## src/rtl/bf16_pkg.sv

```systemverilog
// Shared bfloat16 field widths, constants and state encodings for the FMA datapath.
// Imported by both the multiplier and the adder.
package bf16_pkg;
  localparam int EXP_W = 8;
  localparam int MAN_W = 7;
  localparam int BIAS  = 127;

  localparam logic [15:0] QNAN    = 16'h7FC0;
  localparam logic [15:0] POS_INF = 16'h7F80;

  typedef enum logic [1:0] {
    ST_IDLE,
    ST_MULT,
    ST_NORM,
    ST_DONE
  } state_t;

  typedef enum logic [1:0] {
    CL_NUM,
    CL_ZERO,
    CL_INF,
    CL_NAN
  } cls_t;

  // Operand-pair class; denormals (exp==0) count as zero.
  function automatic cls_t classify(input logic [15:0] a, input logic [15:0] b);
    logic a_max, b_max, a_zero, b_zero, a_nan, b_nan;
    a_max  = &a[14:7];
    b_max  = &b[14:7];
    a_zero = ~|a[14:7];
    b_zero = ~|b[14:7];
    a_nan  = a_max && |a[6:0];
    b_nan  = b_max && |b[6:0];
    if (a_nan || b_nan || (a_max && b_zero) || (b_max && a_zero)) return CL_NAN;
    if (a_max || b_max)   return CL_INF;
    if (a_zero || b_zero) return CL_ZERO;
    return CL_NUM;
  endfunction
endpackage

```

## src/rtl/bf16_shift_add_core.sv

```systemverilog
// Iterative unsigned SIG_W x SIG_W multiplier, one multiplier bit per cycle.
// Operands are captured on start; done marks the cycle of the final accumulate.
module bf16_shift_add_core #(
  parameter int SIG_W = 8
) (
  input  logic                 clk,
  input  logic                 rst_n,
  input  logic                 start,
  input  logic [SIG_W-1:0]     sig_a,
  input  logic [SIG_W-1:0]     sig_b,
  output logic                 busy,
  output logic                 done,
  output logic [2*SIG_W-1:0]   acc
);
  localparam int CNT_W = $clog2(SIG_W);

  logic [SIG_W-1:0] a_q, b_q;
  logic [CNT_W-1:0] cnt;
  logic             last;

  assign last = (cnt == CNT_W'(SIG_W-1));
  assign done = busy && last;

  always_ff @(posedge clk or negedge rst_n) begin
    if (!rst_n) begin
      a_q  <= '0;
      b_q  <= '0;
      cnt  <= '0;
      acc  <= '0;
      busy <= 1'b0;
    end else if (start && !busy) begin
      a_q  <= sig_a;
      b_q  <= sig_b;
      cnt  <= '0;
      acc  <= '0;
      busy <= 1'b1;
    end else if (busy) begin
      if (b_q[cnt]) acc <= acc + ({{SIG_W{1'b0}}, a_q} << cnt);
      cnt <= cnt + 1'b1;
      if (last) busy <= 1'b0;
    end
  end
endmodule

```

## src/rtl/bf16_seq_multiplier.sv

```systemverilog
// Iterative bfloat16 multiplier: handshake, exponent path, special cases and packing
// around the shift-add significand core. Truncating, flush-to-zero on input.
module bf16_seq_multiplier #(
  parameter int BIAS  = bf16_pkg::BIAS,
  parameter int MAN_W = bf16_pkg::MAN_W
) (
  input  logic        clk,
  input  logic        rst_n,
  input  logic        in_valid,
  output logic        in_ready,
  input  logic [15:0] a,
  input  logic [15:0] b,
  output logic        out_valid,
  input  logic        out_ready,
  output logic [15:0] product,
  output logic        ov,
  output logic        uf
);
  import bf16_pkg::*;

  localparam int SIG_W = MAN_W + 1;
  localparam int EW    = EXP_W + 2;
  localparam logic signed [EW-1:0] EXP_SAT  = EW'((1 << EXP_W) - 1);
  localparam logic signed [EW-1:0] EXP_ZERO = '0;

  state_t state_q, state_d;
  cls_t   cls_q;
  logic   sign_q, start_q, accept;
  logic   [SIG_W-1:0]   sig_a_q, sig_b_q;
  logic   signed [EW-1:0] exp_q, exp_fin;
  logic   [2*SIG_W-1:0] acc;
  logic   core_busy, core_done;
  logic   [MAN_W-1:0] man;
  logic   [15:0] res_d;
  logic   ov_d, uf_d;

  assign in_ready  = (state_q == ST_IDLE);
  assign out_valid = (state_q == ST_DONE);
  assign accept    = in_valid && in_ready;

  always_ff @(posedge clk or negedge rst_n) begin
    if (!rst_n) state_q <= ST_IDLE;
    else        state_q <= state_d;
  end

  always_comb begin
    state_d = state_q;
    case (state_q)
      ST_IDLE: if (accept)    state_d = ST_MULT;
      ST_MULT: if (core_done) state_d = ST_NORM;
      ST_NORM:                state_d = ST_DONE;
      ST_DONE: if (out_ready) state_d = ST_IDLE;
      default:                state_d = ST_IDLE;
    endcase
  end

  // The core loads one cycle after accept so the result lands exactly 10 cycles out.
  bf16_shift_add_core #(.SIG_W(SIG_W)) u_core (
    .clk   (clk),
    .rst_n (rst_n),
    .start (start_q),
    .sig_a (sig_a_q),
    .sig_b (sig_b_q),
    .busy  (core_busy),
    .done  (core_done),
    .acc   (acc)
  );

  // Normalise: the product of two [1,2) significands lies in [1,4).
  assign exp_fin = exp_q + EW'(acc[2*SIG_W-1]);
  assign man     = acc[2*SIG_W-1] ? acc[2*SIG_W-2 -: MAN_W] : acc[2*SIG_W-3 -: MAN_W];

  always_comb begin
    res_d = {sign_q, exp_fin[EXP_W-1:0], man};
    ov_d  = 1'b0;
    uf_d  = 1'b0;
    case (cls_q)
      CL_NAN:  res_d = QNAN;
      CL_INF:  res_d = {sign_q, POS_INF[14:0]};
      CL_ZERO: res_d = {sign_q, 15'h0};
      default: begin
        if (exp_fin >= EXP_SAT) begin
          res_d = {sign_q, POS_INF[14:0]};
          ov_d  = 1'b1;
        end else if (exp_fin <= EXP_ZERO) begin
          res_d = {sign_q, 15'h0};
          uf_d  = 1'b1;
        end
      end
    endcase
  end

  always_ff @(posedge clk or negedge rst_n) begin
    if (!rst_n) begin
      start_q <= 1'b0;
      sign_q  <= 1'b0;
      sig_a_q <= '0;
      sig_b_q <= '0;
      exp_q   <= '0;
      cls_q   <= CL_NUM;
      product <= '0;
      ov      <= 1'b0;
      uf      <= 1'b0;
    end else begin
      start_q <= accept;
      if (accept) begin
        sign_q  <= a[15] ^ b[15];
        sig_a_q <= {|a[14:7], a[MAN_W-1:0]};
        sig_b_q <= {|b[14:7], b[MAN_W-1:0]};
        exp_q   <= EW'(a[14:7]) + EW'(b[14:7]) - EW'(BIAS);
        cls_q   <= classify(a, b);
      end
      if (state_q == ST_NORM) begin
        product <= res_d;
        ov      <= ov_d;
        uf      <= uf_d;
      end
    end
  end

  // Truncated low product bits and the core's busy flag have no consumer here.
  logic unused_bits;
  assign unused_bits = core_busy ^ (^acc[MAN_W-1:0]);
endmodule

```

## config.mk

```make
export PLATFORM = sky130hd
export DESIGN_NAME = bf16_seq_multiplier
export DESIGN_NICKNAME = d
export VERILOG_FILES = /design/src/rtl/bf16_pkg.sv /design/src/rtl/bf16_shift_add_core.sv /design/src/rtl/bf16_seq_multiplier.sv
export SDC_FILE = /design/constraint.sdc
export NUM_CORES = 1
export LEC_CHECK = 0
export ABC_AREA = 0
export CORE_UTILIZATION = 40
export DETAILED_ROUTE_END_ITERATION = 8
export HOLD_SLACK_MARGIN = 0.15
export PLACE_DENSITY = 0.64
export RECOVER_POWER = 25
export SYNTH_ARGS = -nofsm -noshare
export SYNTH_HDL_FRONTEND = slang
export SYNTH_HIERARCHICAL = 1
export SYNTH_SLANG_ARGS = --single-unit
```

## constraint.sdc

```tcl
create_clock -name clk -period 2.6 [get_ports clk]
set_input_delay 0.39 -clock clk [delete_from_list [all_inputs] [get_ports clk]]
set_output_delay 0.39 -clock clk [all_outputs]
set_load 0.005 [all_outputs]
```

==> run_results.csv, run 1 <==
group,metric,value,unit
sta,fin_crit_sh,1.02,
sta,final_max_slew_viol_count,0,
pwr,p_switching,0.00356,W
pwr,power,0.00862,W
sta,hold_slack,0.469,ns
logic_synthesis,seq_area_frac_synth,0.396,
floorplan,ios,56,
grt,gr-total-overflow,0,
logic_synthesis,syn_inst,604,
grt,grt_antenna_before_repair,0,
layout,antenna_cells,0,
layout,fin_cells,883,
layout,fin_area,7080,sq um
logic_synthesis,synth_edf_count,0,
floorplan,dieArea,14000,sq um
sta,fin_setup_tns,-0.197,ns
worst_setup_path,worst_path_max_delay_cell,"dfrtp_1",
placement,placed_cell_area,6490,sq um
hold_path,min_from,"sig_b_q[2]",
grt,gr-usage-all-layers,0.200,
sta,hold_viol,0,
logic_synthesis,synth_warnings,6,
worst_setup_path,crit_chain,"buf_6 > mux2i_4 > mux2_4 > mux2i_2 > ha_1 > a21o_4 > o211a_1 > o31ai_4 > o21ai_1 > a211o_1",
worst_setup_path,path_buf_inv,1,
sta,fin_ws,-0.0632,ns
worst_setup_path,arrival,2.89,ns
flow_run,maxCapViolCount,0,
sta,period_needed,2.66,ns
run_status,status,"complete, but fails checks",
pwr,p_comb_frac,0.568,
clock_tree,clock_sinks,86,
sta,rsz0062_at_grt,"yes",
placement,hpwl,9.82,mm
clock_tree,ctsLongestPathBuffers,2,
pwr,p_int,0.00506,W
floorplan,initial_core_util,0.410,
clock_tree,cts_tree,"built",
floorplan,core,13200,sq um
logic_synthesis,syn_area,5430,sq um
logic_synthesis,postSynth.asyncResetShare,1.00,
hold_path,hold_path.class,"flip-flop to flip-flop",
layout,syn_to_final_growth,30.4,%
logic_synthesis,yosys.cell_types.count,71,
logic_synthesis,ys.flop_type,"dfrtp_1",
logic_synthesis,ys_ff_latch,86,
logic_synthesis,synth_area_leader_cell,"dfrtp_1",
layout,drive_gt1_frac,0.192,
grt,grt_pass1_vias,4818,
pwr,clockPowerShare,0.142,
route,via_count,4784,
clock_tree,cts_buffers,9,
placement,io_buffers,55,
route,route.detailed.drc,0,
worst_setup_path,rr_endpoint,"u_core/acc[14]",
sta,clock_skew,0.00649,ns
pwr,seq_power_share,0.290,
route,drtPass1Iterations,4,
sta,report.final.setup_viol,6,
route,drtIter0Drc,256,
route,wl_per_cell,15.1,um
route,wirelength,13.3,mm
hold_path,hold_end,"u_core/b_q[2]",
worst_setup_path,rr_worst_depth,10,
placement,place_congestion,0.831,
grt,grt_pass1_wl,22.6,mm
route,via_per_inst,5.42,
worst_setup_path,critPathLaunchType,"flip-flop",
sta,timing_worst_slew_pin_value,1.08,ns
grt,grt_max_degree,42,
pwr,leakage,3.23,nW
hold_path,min_delay_path_depth,2,
logic_synthesis,synth_area_leaders,"dfrtp_1, nand2_1, ha_1, o21ai_0, mux2i_1",
floorplan,fp.dieH,119,um
clock_tree,cts_max_level,3,
logic_synthesis,syn-num-nets,680,
logic_synthesis,synth_top_area_frac,0.396,
route,drtAntennaViolNets,0,
pwr,p_sw_frac,0.413,
worst_setup_path,crit_fanout,8,
placement,dp.cells,860,
worst_setup_path,critPathRequiredTime,2.83,ns
layout,fin_nets,779,
sta,max_freq,375,MHz
floorplan,rows,42,
logic_synthesis,avgSynthCellArea,8.99,sq um
pwr,ir_worst_vdd,0.570,mV
pwr,p_per_area,1220,nW/um^2
floorplan,die_width,119,um
clock_tree,clockRootBuffer,"clkbuf_16",
clock_tree,clk-insertion-delay-late,0.35,ns
worst_setup_path,worst_path_largest_cell_delay,0.41,ns
clock_tree,clk_pin_slew,0.07,ns
worst_setup_path,r2r_slack,-0.06,ns
layout,fillers,1240,
worst_setup_path,worstReg2RegStart,"u_core/cnt[1]",
worst_setup_path,critPathKind,"flip-flop to flip-flop",
run_status,failed_checks,"setup timing",
sta,maxSlewHeadroom,0.278,
worst_setup_path,cp-end-kind,"flip-flop",
worst_setup_path,path_delay_family,"compound AO/OA/AOI/OAI gates",
-- cell usage in the layout, fill, tap and decap left out, types with 11 or more instances in the layout --
cell type	instances
a21oi_1	16
buf_4	56
clkdlybuf4s50_1	54
dfrtp_1	85
ha_1	33
inv_1	24
mux2i_1	11
nand2_1	142
nand3_1	18
nor2_1	23
o21ai_0	27
xnor2_1	14
-- worst reg2reg max path, delay by kind of cell (launching register included) --
| kind | cells | cell delay (ns) |
|---|---|---|
| mux | 3 | 0.68 |
| flops | 1 | 0.41 |
| compound gates | 5 | 0.98 |
| buf+inv | 1 | 0.16 |
| fa+ha+maj | 1 | 0.30 |
-- state kept, by name, summed over array words and instances, names as in the netlist, 2 cells and up --
register / flops
product: 16
u_core/acc: 16
exp_q: 10
sig_a_q: 8
sig_b_q: 8
u_core/a_q: 8
u_core/b_q: 8
u_core/cnt: 3
cls_q: 2
state_q: 2
-- stage by stage --
step	utilization	setup slack, ns
2_1_floorplan	-	0.0170
3_3_place_gp	0.490	-0.209
3_5_place_dp	0.490	-0.368
4_1_cts	0.529	-0.0375
5_1_grt	0.535	-0.130
6_report	0.535	-0.0632
-- what timing repair did --
item	in CTS	in global routing
endpoints found under the setup margin	9	10
gates resized for setup	40	18
hold endpoints to repair	39	0
buffers inserted	6	1
pin swaps	20	13
hold buffers	1	0
-- power groups by stage --
stage / Clock, W / Sequential (W) / Combinational [W]
final: 0.00122 / 0.00250 / 0.00490
after global routing: 0.00130 / 0.00259 / 0.00538
after CTS: 0.00126 / 0.00249 / 0.00468
after detailed placement: 0 / 0.00249 / 0.00421
after global placement: 0 / 0.00247 / 0.00407
after floorplan: 0 / 0.00225 / 0.00291
-- routing by layer --
layer	vias to the layer above	GRT usage	wire (um)
met1	2334	0.259	6280
met2	83	0.342	6550
met3	12	0.0323	369
met5	-	0	0
met4	0	0.0593	143
li1	2355	-	-
-- worst max path at each step --
| stage | slack (ns) | end | startpoint | depth (start not counted) |
|---|---|---|---|---|
| 5_1_grt | -0.13 | u_core/acc[14] | u_core/cnt[1] | 9 |
| 3_3_place_gp | -0.21 | exp_q[9] | a[8] | 10 |
| 3_5_place_dp | -0.37 | exp_q[9] | a[8] | 10 |
| 2_1_floorplan | 0.02 | u_core/acc[15] | u_core/cnt[1] | 10 |
| 6_report | -0.06 | u_core/acc[14] | u_core/cnt[1] | 10 |
| 4_1_cts | -0.04 | u_core/acc[8] | u_core/cnt[1] | 10 |
-- cells in the mapped netlist (all sizes together) (7+ instances only) --
cell type and number:
nand4 10, a21o 9, buf 14, nor3 8
inv 24, o21ai 34, a21oi 21, xor2 7
clkbuf 15, nand3 20, o2bb2ai 7, and2 8
nand2 142, dfrtp 86, nor2 24, a31oi 9
mux2i 15, ha 38, and3 7, xnor2 14
-- cell families after synthesis --
family                   Yosys count  synth area share
adder cells (fa/ha/maj)           40            0.0950
multiplexers                      23            0.0484
XOR/XNOR                          21            0.0353
flip-flops                        86             0.396
AO/OA/AOI/OAI                    135             0.176
buffers and inverters             54            0.0436
AND/OR/NAND/NOR                  245             0.206
-- final cells by class --
| class | count | area, sq um | area share |
|---|---|---|---|
| clock inverters | 6 | 46.3 | 0.00654 |
| multi-input cells | 464 | 3320 | 0.469 |
| flip-flops and latches | 86 | 2150 | 0.304 |
| well taps | 176 | 220 | 0.0311 |
| clock buffers | 9 | 225 | 0.0318 |
| repair buffers | 117 | 1020 | 0.144 |
| inverters | 25 | 93.8 | 0.0133 |
No activity file was read; power rests on OpenSTA's default activity.
==> run 2: changes to the inputs <==
--- a/config.mk
+++ b/config.mk
@@ -6,10 +6,10 @@
 export NUM_CORES = 1
 export LEC_CHECK = 0
 export ABC_AREA = 0
-export CORE_UTILIZATION = 40
+export CORE_UTILIZATION = 45
 export DETAILED_ROUTE_END_ITERATION = 8
 export HOLD_SLACK_MARGIN = 0.15
-export PLACE_DENSITY = 0.64
+export PLACE_DENSITY = 0.7
 export RECOVER_POWER = 25
 export SYNTH_ARGS = -nofsm -noshare
 export SYNTH_HDL_FRONTEND = slang
==> run 2 against run 1 <==
- the run ends with DRC, setup timing left
- setup slack lost 0.062 ns
- clock skew is essentially flat
- clock-buffer cell count grew 1
- critical path depth grew 1
- critical path type unchanged
- fmax shrank 2.3%
- utilization grew 7.7 points
- final cell count shrank 3.5%
- first-iteration DRC count shrank 1.6%
- routed wire length grew 0.71%
- design area shrank 0.12%
==> run_results.csv, run 2 (synthesized netlist as in run 1, its figures left out) <==
group,metric,value,unit
run_status,status,"complete, but fails checks",
run_status,failed_checks,"DRC, setup timing",
grt,gr-usage-all-layers,0.219,
worst_setup_path,rr_endpoint,"u_core/acc[11]",
worst_setup_path,crit_end,"u_core/acc[11]",
worst_setup_path,worstReg2RegStart,"u_core/cnt[1]",
clock_tree,ctsLongestPathBuffers,2,
route,via_per_inst,5.64,
worst_setup_path,cp-end-kind,"flip-flop",
clock_tree,clock_sinks,86,
flow_run,maxCapViolCount,0,
worst_setup_path,arrival,2.96,ns
worst_setup_path,crit_chain,"buf_6 > mux2i_4 > mux2_4 > mux2i_2 > ha_1 > a21o_1 > buf_6 > a221oi_2 > buf_4 > and3_1 > nor3_2",
placement,preCtsSetupSlack,-0.299,ns
route,route.detailed.drc,3,
clock_tree,clockRootBuffer,"clkbuf_16",
sta,period_needed,2.72,ns
floorplan,die_width,112,um
layout,reg_top3,"product: 16 flops, u_core/acc: 16 flops, exp_q: 10 flops",
placement,place_congestion,0.862,
grt,grt_max_degree,52,
clock_tree,cts_max_level,3,
layout,utilization,0.611,
grt,gr-total-overflow,0,
hold_path,hold_path.class,"flip-flop to flip-flop",
worst_setup_path,critPathLaunchType,"flip-flop",
route,drtIter0Drc,252,
sta,timing_worst_slew_pin_value,1.32,ns
sta,clock_skew,0.00666,ns
floorplan,fp.dieH,112,um
sta,rsz0062_at_grt,"yes",
worst_setup_path,r2r_slack,-0.12,ns
floorplan,core,11600,sq um
sta,fin_ws,-0.125,ns
worst_setup_path,critPathRequiredTime,2.83,ns
layout,syn_to_final_growth,30.3,%
sta,fin_crit_sh,1.05,
route,wl_per_cell,15.8,um
grt,grt_pass1_wl,22.1,mm
sta,maxSlewHeadroom,0.121,
route,drtPass1Iterations,6,
clock_tree,clk_pin_slew,0.07,ns
hold_path,min_delay_path_depth,2,
sta,hold_viol,0,
clock_tree,cts_tree,"built",
worst_setup_path,critPathKind,"flip-flop to flip-flop",
grt,grt_pass1_vias,4701,
pwr,ir_worst_vdd,0.434,mV
route,via_count,4804,
floorplan,dieArea,12500,sq um
layout,final_cell_mix,"nand2_1, dfrtp_1, buf_4, clkdlybuf4s50_1, ha_1",
route,drtAntennaViolNets,0,
grt,grt_antenna_before_repair,0,
route,wirelength,13.4,mm
layout,final_common_cell,"nand2_1",
worst_setup_path,rr_worst_depth,11,
worst_setup_path,cpMostUsedCell,"buf_6",
floorplan,initial_core_util,0.469,
floorplan,ios,56,
pwr,p_per_area,1240,nW/um^2
placement,hpwl,9.50,mm
layout,antenna_cells,0,
clock_tree,cts_buffers,9,
floorplan,rows,39,
placement,io_buffers,55,
worst_setup_path,crit_fanout,6,
layout,fin_nets,780,
sta,final_max_slew_viol_count,0,
pwr,leakage,3.25,nW
worst_setup_path,worst_path_max_delay_cell,"dfrtp_2",
sta,report.final.setup_viol,8,
sta,max_freq,367,MHz
worst_setup_path,worst_path_largest_cell_delay,0.47,ns
layout,drive_gt1_frac,0.199,
sta,hold_slack,0.469,ns
worst_setup_path,startpoint,"u_core/cnt[1]",
clock_tree,clk-insertion-delay-late,0.35,ns
run 2: worst min path at each step:
stage,from,endpoint,slack (ns)
final,sig_a_q[2],u_core/a_q[2],0.47
after global placement,sig_a_q[0],u_core/a_q[0],0.45
after global routing,product[4],product[4],0.50
after CTS,sig_b_q[1],u_core/b_q[1],0.48
after floorplan,rst_n,cls_q[0],0.09
after detailed placement,sig_b_q[1],u_core/b_q[1],0.46
run 2: metrics by stage:
| step | power (W) | instance area (sq um) | setup TNS, ns | cells |
|---|---|---|---|---|
| after floorplan | 0.00516 | 5460 | 0 | 604 |
| after global placement | 0.00650 | 6450 | -0.616 | 826 |
| after detailed placement | 0.00667 | 6450 | -1.51 | 826 |
| after CTS | 0.00838 | 6940 | -0.297 | 850 |
| after global routing | 0.00941 | 7070 | -1.63 | 852 |
| final | 0.00879 | 7070 | -0.794 | 852 |
run 2: what timing repair did:
action                                 in CTS  in global routing
pin swaps                                  25                 13
buffers inserted                            7                  2
hold buffers                                1                  0
endpoints found under the hold margin      50                  0
resized for setup                          34                 22
setup endpoints to repair                   9                  9
run 2: metal layers:
metal | up-vias | global-route usage | routed length [um]
li1 | 2357 | - | -
met1 | 2337 | 0.280 | 6100
met2 | 96 | 0.381 | 6660
met3 | 14 | 0.0397 | 498
met4 | 0 | 0.0595 | 183
met5 | - | 0 | 0
run 2: final cells by class:
cell class	count	area [sq um]
fillers	962	4490
multi-input cells	464	3310
flip-flops and latches	86	2150
repair buffers	118	1040
clock buffers	10	239
well taps	143	179
inverters	25	93.8
clock inverters	6	52.6
run 2: report_power, final:
group / leakage (nW) / switching, W / total [W] / internal [W]
Sequential: 1.08 / 0.000598 / 0.00253 / 0.00193
Clock: 0.138 / 0.000585 / 0.00128 / 0.000691
Combinational: 2.03 / 0.00244 / 0.00498 / 0.00254
Total: 3.25 / 0.00362 / 0.00879 / 0.00517
run 2: critical path: cells and delay by family (launching register included):
family | cells | cell delay (ns)
multiplexers | 3 | 0.64
buffers and inverters | 3 | 0.49
AO/OA/AOI/OAI | 2 | 0.48
flip-flops | 1 | 0.47
adder cells (fa/ha/maj) | 1 | 0.30
AND/OR/NAND/NOR | 2 | 0.22
